==> config.mk <==
export PLATFORM = sky130hd
export DESIGN_NAME = sar_avg_osr_core
export DESIGN_NICKNAME = d
export VERILOG_FILES = /design/src/rtl/sar_avg_osr_core.sv
export SDC_FILE = /design/constraint.sdc
export NUM_CORES = 1
export LEC_CHECK = 0
export CELL_PAD_IN_SITES_DETAIL_PLACEMENT = 2
export CELL_PAD_IN_SITES_GLOBAL_PLACEMENT = 2
export CORE_ASPECT_RATIO = 1.75
export CORE_UTILIZATION = 38
export DETAILED_ROUTE_END_ITERATION = 10
export PLACE_DENSITY_LB_ADDON = 0.05
export SYNTH_ARGS = -nofsm -noshare
export SYNTH_HDL_FRONTEND = slang
export SYNTH_SLANG_ARGS = --single-unit
==> constraint.sdc <==
create_clock -name clk_dig_in -period 6.5 [get_ports clk_dig_in]
set_clock_uncertainty 0.15 [all_clocks]
set_input_delay 1.3 -clock clk_dig_in [delete_from_list [all_inputs] [get_ports clk_dig_in]]
set_output_delay 1.3 -clock clk_dig_in [all_outputs]
set_load 0.05 [all_outputs]
==> src/rtl/sar_avg_osr_core.sv <==
// SAR ADC digital core: N_BITS successive approximation with majority-vote
// repetition on the lowest N_AVG_LSB decisions, accumulation of 2^osr
// conversions, and a left-aligned result behind a valid/ready handshake.
module sar_avg_osr_core #(
    parameter int N_BITS        = 12,
    parameter int N_AVG_LSB     = 4,
    parameter int MAX_AVG_LOG2  = 3,
    parameter int MAX_OSR_LOG2  = 4,
    parameter int SAMPLE_CYCLES = 1,
    localparam int W            = N_BITS + MAX_OSR_LOG2
) (
    input  logic              clk_dig_in,
    input  logic              rst_n,
    input  logic              start_in,
    input  logic              continuous_in,
    input  logic [2:0]        config_avg_in,
    input  logic [2:0]        config_osr_in,
    input  logic              comparator_in,
    output logic              enable_loop_out,
    output logic              sample_out,
    output logic [N_BITS-1:0] dac_code_out,
    output logic              busy_out,
    output logic              conv_finished_out,
    output logic [W-1:0]      result_out,
    output logic              result_valid_out,
    input  logic              result_ready_in,
    output logic              overrun_out
);

    localparam int IW = $clog2(N_BITS);
    localparam int RW = MAX_AVG_LOG2 + 2;   // holds 2*ones for up to 2^MAX_AVG_LOG2 votes
    localparam int CW = MAX_OSR_LOG2 + 1;   // holds 2^MAX_OSR_LOG2
    localparam int SW = (SAMPLE_CYCLES > 1) ? $clog2(SAMPLE_CYCLES) : 1;

    typedef enum logic [1:0] {S_IDLE, S_SAMPLE, S_CONVERT, S_ACCUM} state_t;

    state_t            r_state;
    logic [2:0]        r_avg, r_osr;
    logic [SW-1:0]     r_samp;
    logic [IW-1:0]     r_idx;
    logic [RW-1:0]     r_rep, r_ones;
    logic [N_BITS-1:0] r_dac;
    logic [W-1:0]      r_acc;
    logic [CW-1:0]     r_cnt;
    logic              r_en, r_smp, r_busy;
    logic [W-1:0]      r_res;
    logic              r_valid, r_fin, r_ovr;

    logic [2:0]    w_avg_clamp, w_osr_clamp, w_shamt;
    logic [RW-1:0] w_ones, w_rcnt;
    logic          w_avg_bit, w_decide, w_bit, w_last_conv, w_load;
    logic [W-1:0]  w_sum, w_res;
    logic [CW-1:0] w_cnt_nxt, w_osr_tgt;

    assign w_avg_clamp = (config_avg_in > 3'(MAX_AVG_LOG2)) ? 3'(MAX_AVG_LOG2) : config_avg_in;
    assign w_osr_clamp = (config_osr_in > 3'(MAX_OSR_LOG2)) ? 3'(MAX_OSR_LOG2) : config_osr_in;

    // Repeated bits vote: a strict majority of ones keeps the bit, a tie clears it.
    assign w_rcnt    = RW'(1) << r_avg;
    assign w_ones    = r_ones + RW'(comparator_in);
    assign w_avg_bit = int'(r_idx) < N_AVG_LSB;
    assign w_decide  = !w_avg_bit || (r_rep == w_rcnt - RW'(1));
    assign w_bit     = w_avg_bit ? ((w_ones << 1) > w_rcnt) : comparator_in;

    assign w_sum       = r_acc + W'(r_dac);
    assign w_cnt_nxt   = r_cnt + CW'(1);
    assign w_osr_tgt   = CW'(1) << r_osr;
    assign w_last_conv = w_cnt_nxt >= w_osr_tgt;
    assign w_load      = (r_state == S_ACCUM) && w_last_conv;
    assign w_shamt     = 3'(MAX_OSR_LOG2) - r_osr;
    assign w_res       = w_sum << w_shamt;

    // Sequencer: sample, bit-by-bit approximation, accumulate; outputs registered per state.
    always_ff @(posedge clk_dig_in) begin
        if (!rst_n) begin
            r_state <= S_IDLE;
            r_avg   <= '0;
            r_osr   <= '0;
            r_samp  <= '0;
            r_idx   <= '0;
            r_rep   <= '0;
            r_ones  <= '0;
            r_dac   <= '0;
            r_acc   <= '0;
            r_cnt   <= '0;
            r_en    <= 1'b0;
            r_smp   <= 1'b0;
            r_busy  <= 1'b0;
        end else begin
            case (r_state)
                S_IDLE: begin
                    if (start_in) begin
                        r_avg   <= w_avg_clamp;
                        r_osr   <= w_osr_clamp;
                        r_samp  <= '0;
                        r_state <= S_SAMPLE;
                        r_smp   <= 1'b1;
                        r_busy  <= 1'b1;
                    end
                end
                S_SAMPLE: begin
                    if (r_samp == SW'(SAMPLE_CYCLES - 1)) begin
                        r_state <= S_CONVERT;
                        r_smp   <= 1'b0;
                        r_en    <= 1'b1;
                        r_idx   <= IW'(N_BITS - 1);
                        r_dac   <= N_BITS'(1) << (N_BITS - 1);
                        r_rep   <= '0;
                        r_ones  <= '0;
                    end else begin
                        r_samp <= r_samp + SW'(1);
                    end
                end
                S_CONVERT: begin
                    if (w_decide) begin
                        // Decision and next trial bit land on the same edge.
                        r_dac[r_idx] <= w_bit;
                        if (r_idx != '0)
                            r_dac[r_idx - IW'(1)] <= 1'b1;
                        r_rep  <= '0;
                        r_ones <= '0;
                        if (r_idx == '0) begin
                            r_state <= S_ACCUM;
                            r_en    <= 1'b0;
                        end else begin
                            r_idx <= r_idx - IW'(1);
                        end
                    end else begin
                        r_rep  <= r_rep + RW'(1);
                        r_ones <= w_ones;
                    end
                end
                S_ACCUM: begin
                    r_samp <= '0;
                    r_dac  <= '0;
                    if (w_last_conv) begin
                        r_acc <= '0;
                        r_cnt <= '0;
                        if (continuous_in || start_in) begin
                            r_state <= S_SAMPLE;
                            r_smp   <= 1'b1;
                        end else begin
                            r_state <= S_IDLE;
                            r_busy  <= 1'b0;
                        end
                    end else begin
                        r_acc   <= w_sum;
                        r_cnt   <= w_cnt_nxt;
                        r_state <= S_SAMPLE;
                        r_smp   <= 1'b1;
                    end
                end
                default: r_state <= S_IDLE;
            endcase
        end
    end

    // Result register and handshake; a load always wins over a same-edge accept.
    always_ff @(posedge clk_dig_in) begin
        if (!rst_n) begin
            r_res   <= '0;
            r_valid <= 1'b0;
            r_fin   <= 1'b0;
            r_ovr   <= 1'b0;
        end else begin
            r_fin <= w_load;
            if (w_load) begin
                r_res   <= w_res;
                r_valid <= 1'b1;
                if (r_valid && !result_ready_in)
                    r_ovr <= 1'b1;
            end else if (result_ready_in) begin
                r_valid <= 1'b0;
            end
        end
    end

    assign enable_loop_out   = r_en;
    assign sample_out        = r_smp;
    assign dac_code_out      = r_dac;
    assign busy_out          = r_busy;
    assign conv_finished_out = r_fin;
    assign result_out        = r_res;
    assign result_valid_out  = r_valid;
    assign overrun_out       = r_ovr;

endmodule

==> metrics <==
Final Max Slew Viols=0; EDFF count, synth=0; Syn-to-layout area delta=15.6%; fill count=1534; chip height=157 um; routed vias/inst=6.11; Placed Area=5760 sq um; CP Max Fanout=23; Area contributors post-synth=dfxtp_1 29%, ha_1 9.8%, a21oi_1 7.3%, nand2_1 5.2%, nand3_1 4.2%; worst reg2reg path depth=12; Reg-to-Reg End=r_acc[12]$_SDFFE_PN0P_; Mapped Cells=approximately 650; # DRC=0; min-delay src=result_out[3]$_SDFFE_PN0P_; largest net degree at the start of global routing=56; TritonRoute pass-1 iters=4; layout cell share with drive strength beyond 1=between 6 and 7%; maximum VDD drop=0.000134 V; Period minus WS final=roughly 4400 ps; Req. time, crit path=6610 ps; number of antenna violations at the first check in global routing=0; root buffer cell=clkbuf_16; final estimated routing congestion in global placement=0.869; fin worst setup slack=2120 ps; ys async rst share=0%; overall die width=90.6 um; Critical Path Start Type=flip-flop; Total GRT Usage=27.1%; RR Startpoint=r_osr[0]$_SDFFE_PN0P_; Synth Warn #=0; CP Capture Type=flip-flop; global-route wire length before repair=30200 um; Setup violations, final=0; Avg Cell Area, Syn=8.02 sq um; Hold Path Sink=result_out[3]$_SDFFE_PN0P_; critical path arrival=between 4000 and 5000 ps; Initial Util=39.0%; pwr/cell area=320 nW/um^2; Yosys reg bits=76; die area=14200 sq um; Inserted Diodes=0; most frequent cells in the layout=76 x a21oi_1, 76 x dfxtp_1, 73 x nand2_1; Setup TNS Final=0 ps; Setup Fix Bufs, Post-CTS=0; Worst-Margin Slew=1080 ps; Seq. cell area=roughly 1500 sq um; cts repair resizes=0; Fmax=228 MHz; Synth Flop Type=dfxtp_1; critical path class=flip-flop to flip-flop; Detailed Place HPWL=~14000 um; number of global-route vias before repair=5700; LEAKAGE=around 2.3 nW; fin area=between 6000 and 7000 sq um; site row count=56; CTS buffer count=9; Synth Cell Area=between 5000 and 6000 sq um; cts hold-fix bufs=0; core area=13400 sq um; status=finished, final reports clean; clock tree buffer depth=2; post-synthesis sequential area ratio=29.1%; reg2reg setup slack=2120 ps; total grt overflow=0; Final Core Density=about 45%; Min-Delay Path Depth=2; H-tree depth=3; vias=5175; total chip power=0.00193 W; RSZ-0062 raised after global routing=false; max_cap viols=0; remaining antenna violation count after routing=0; clk_lat worst skew=roughly 350 ps; dpl ws=between 2000 and 2500 ps; hold crit path type=flip-flop to flip-flop; multi-input logic area=3450 sq um; Buffers on Ports=45; total wire length=between 15000 and 20000 um; per-cell routed wire length=22.2 um; Clock transition at path regs=~70 ps; TritonCTS clock tree=built; crit share post-route=67.4%; Nets=722; Max-slew headroom=27.8%; Net Count, Synth=705; Yosys top cell area share=between 20% and 30%; post-synth top area cell=dfxtp_1; Synth cell types=68; Top Ports=between 40 and 50; CTS Sinks=76; DR iter-0 viols=175; final hold violation count=0
-- kinds of logic after synthesis --
family | share of synthesized area (%)
AND/OR/NAND/NOR | 21.4
adder cells (fa/ha/maj) | 10.2
buffers and inverters | 4.79
XOR/XNOR | 2.85
AO/OA/AOI/OAI | 25.9
multiplexers | 5.68
flip-flops | 29.1
-- synth_stat cells (5+ instances only) --
| cell | instances |
|---|---|
| a221o_1 | 6 |
| xnor2_1 | 10 |
| inv_1 | 22 |
| nand2_1 | 73 |
| nor2b_1 | 5 |
| a21o_1 | 12 |
| nand3_1 | 44 |
| o21a_1 | 5 |
| nand2b_1 | 5 |
| nand4_1 | 8 |
| mux4_2 | 5 |
| nand4b_1 | 6 |
| and3_1 | 10 |
| a21oi_1 | 76 |
| ha_1 | 41 |
| xor2_1 | 7 |
| a31oi_1 | 7 |
| mux2i_1 | 15 |
| o31ai_1 | 6 |
| a211o_1 | 5 |
| buf_1 | 6 |
| nor3_1 | 10 |
| nor2_1 | 38 |
| o21ai_0 | 26 |
| dfxtp_1 | 76 |
| clkbuf_1 | 35 |
| or3_1 | 7 |
| a211oi_1 | 8 |
-- state kept, by name, summed over array words and instances, names as in the netlist --
| signal | flops |
|---|---|
| r_acc | 16 |
| r_cnt | 5 |
| enable_loop_out | 1 |
| busy_out | 1 |
| overrun_out | 1 |
| r_rep | 5 |
| result_valid_out | 1 |
| r_avg | 3 |
| result_out | 16 |
| conv_finished_out | 1 |
| r_osr | 3 |
| r_idx | 4 |
| r_state | 2 |
| r_ones | 4 |
| dac_code_out | 12 |
| sample_out | 1 |
-- layer usage --
metal	up-vias	share of wire [%]	global-route usage, %
met5	-	0	0
met4	0	2.8	12.3
met3	32	2.3	3.29
met2	85	57	54.1
met1	2616	38	27.5
li1	2442	-	-
-- metrics by stage --
stage,hold slack [ps],instances
CTS,309,847
global route,341,847
floorplan,295,651
finish,307,847
detailed placement,296,831
global placement,290,831
-- how the worst max path moves through the flow --
| stage | slack, ps | startpoint | depth (start not counted) | endpoint |
|---|---|---|---|---|
| final | 2120 | r_osr[0]$_SDFFE_PN0P_ | 12 | r_acc[12]$_SDFFE_PN0P_ |
| after CTS | 2140 | r_osr[0]$_SDFFE_PN0P_ | 12 | r_acc[12]$_SDFFE_PN0P_ |
| after floorplan | 3140 | comparator_in | 10 | dac_code_out[1]$_SDFFE_PN0P_ |
| after global routing | 1860 | r_osr[0]$_SDFFE_PN0P_ | 12 | r_acc[5]$_SDFFE_PN0P_ |
| after detailed placement | 2190 | comparator_in | 11 | dac_code_out[2]$_SDFFE_PN0P_ |
| after global placement | 2320 | comparator_in | 11 | dac_code_out[1]$_SDFFE_PN0P_ |
-- critical path: stages (launching register included) --
cell and delay (ps):
dfxtp_1 960, inv_1 370, ha_1 340, ha_1 200, ha_1 270, nand2b_1 150, a21o_1 170, a21o_1 210
a21o_1 260, a21oi_1 560, buf_4 360, nand4b_1 130, a21oi_1 170
-- where the power goes --
part,total [W],internal [W],leakage (nW),switching [W]
Combinational,0.000849,0.000269,1.54,0.000580
Sequential,0.000580,0.000512,0.615,0.0000677
Clock,0.000502,0.000265,0.135,0.000237
-- layout make-up --
cell class | count | share of cell area, %
clock buffer | 9 | 3.73
clock inverter | 7 | 0.953
inverter | 23 | 1.43
multi-input combinational | 509 | 57.1
sequential | 76 | 25.2
tap | 174 | 3.60
timing repair buffer | 49 | 7.96
Note: power is estimated with default switching activity, not from simulation.
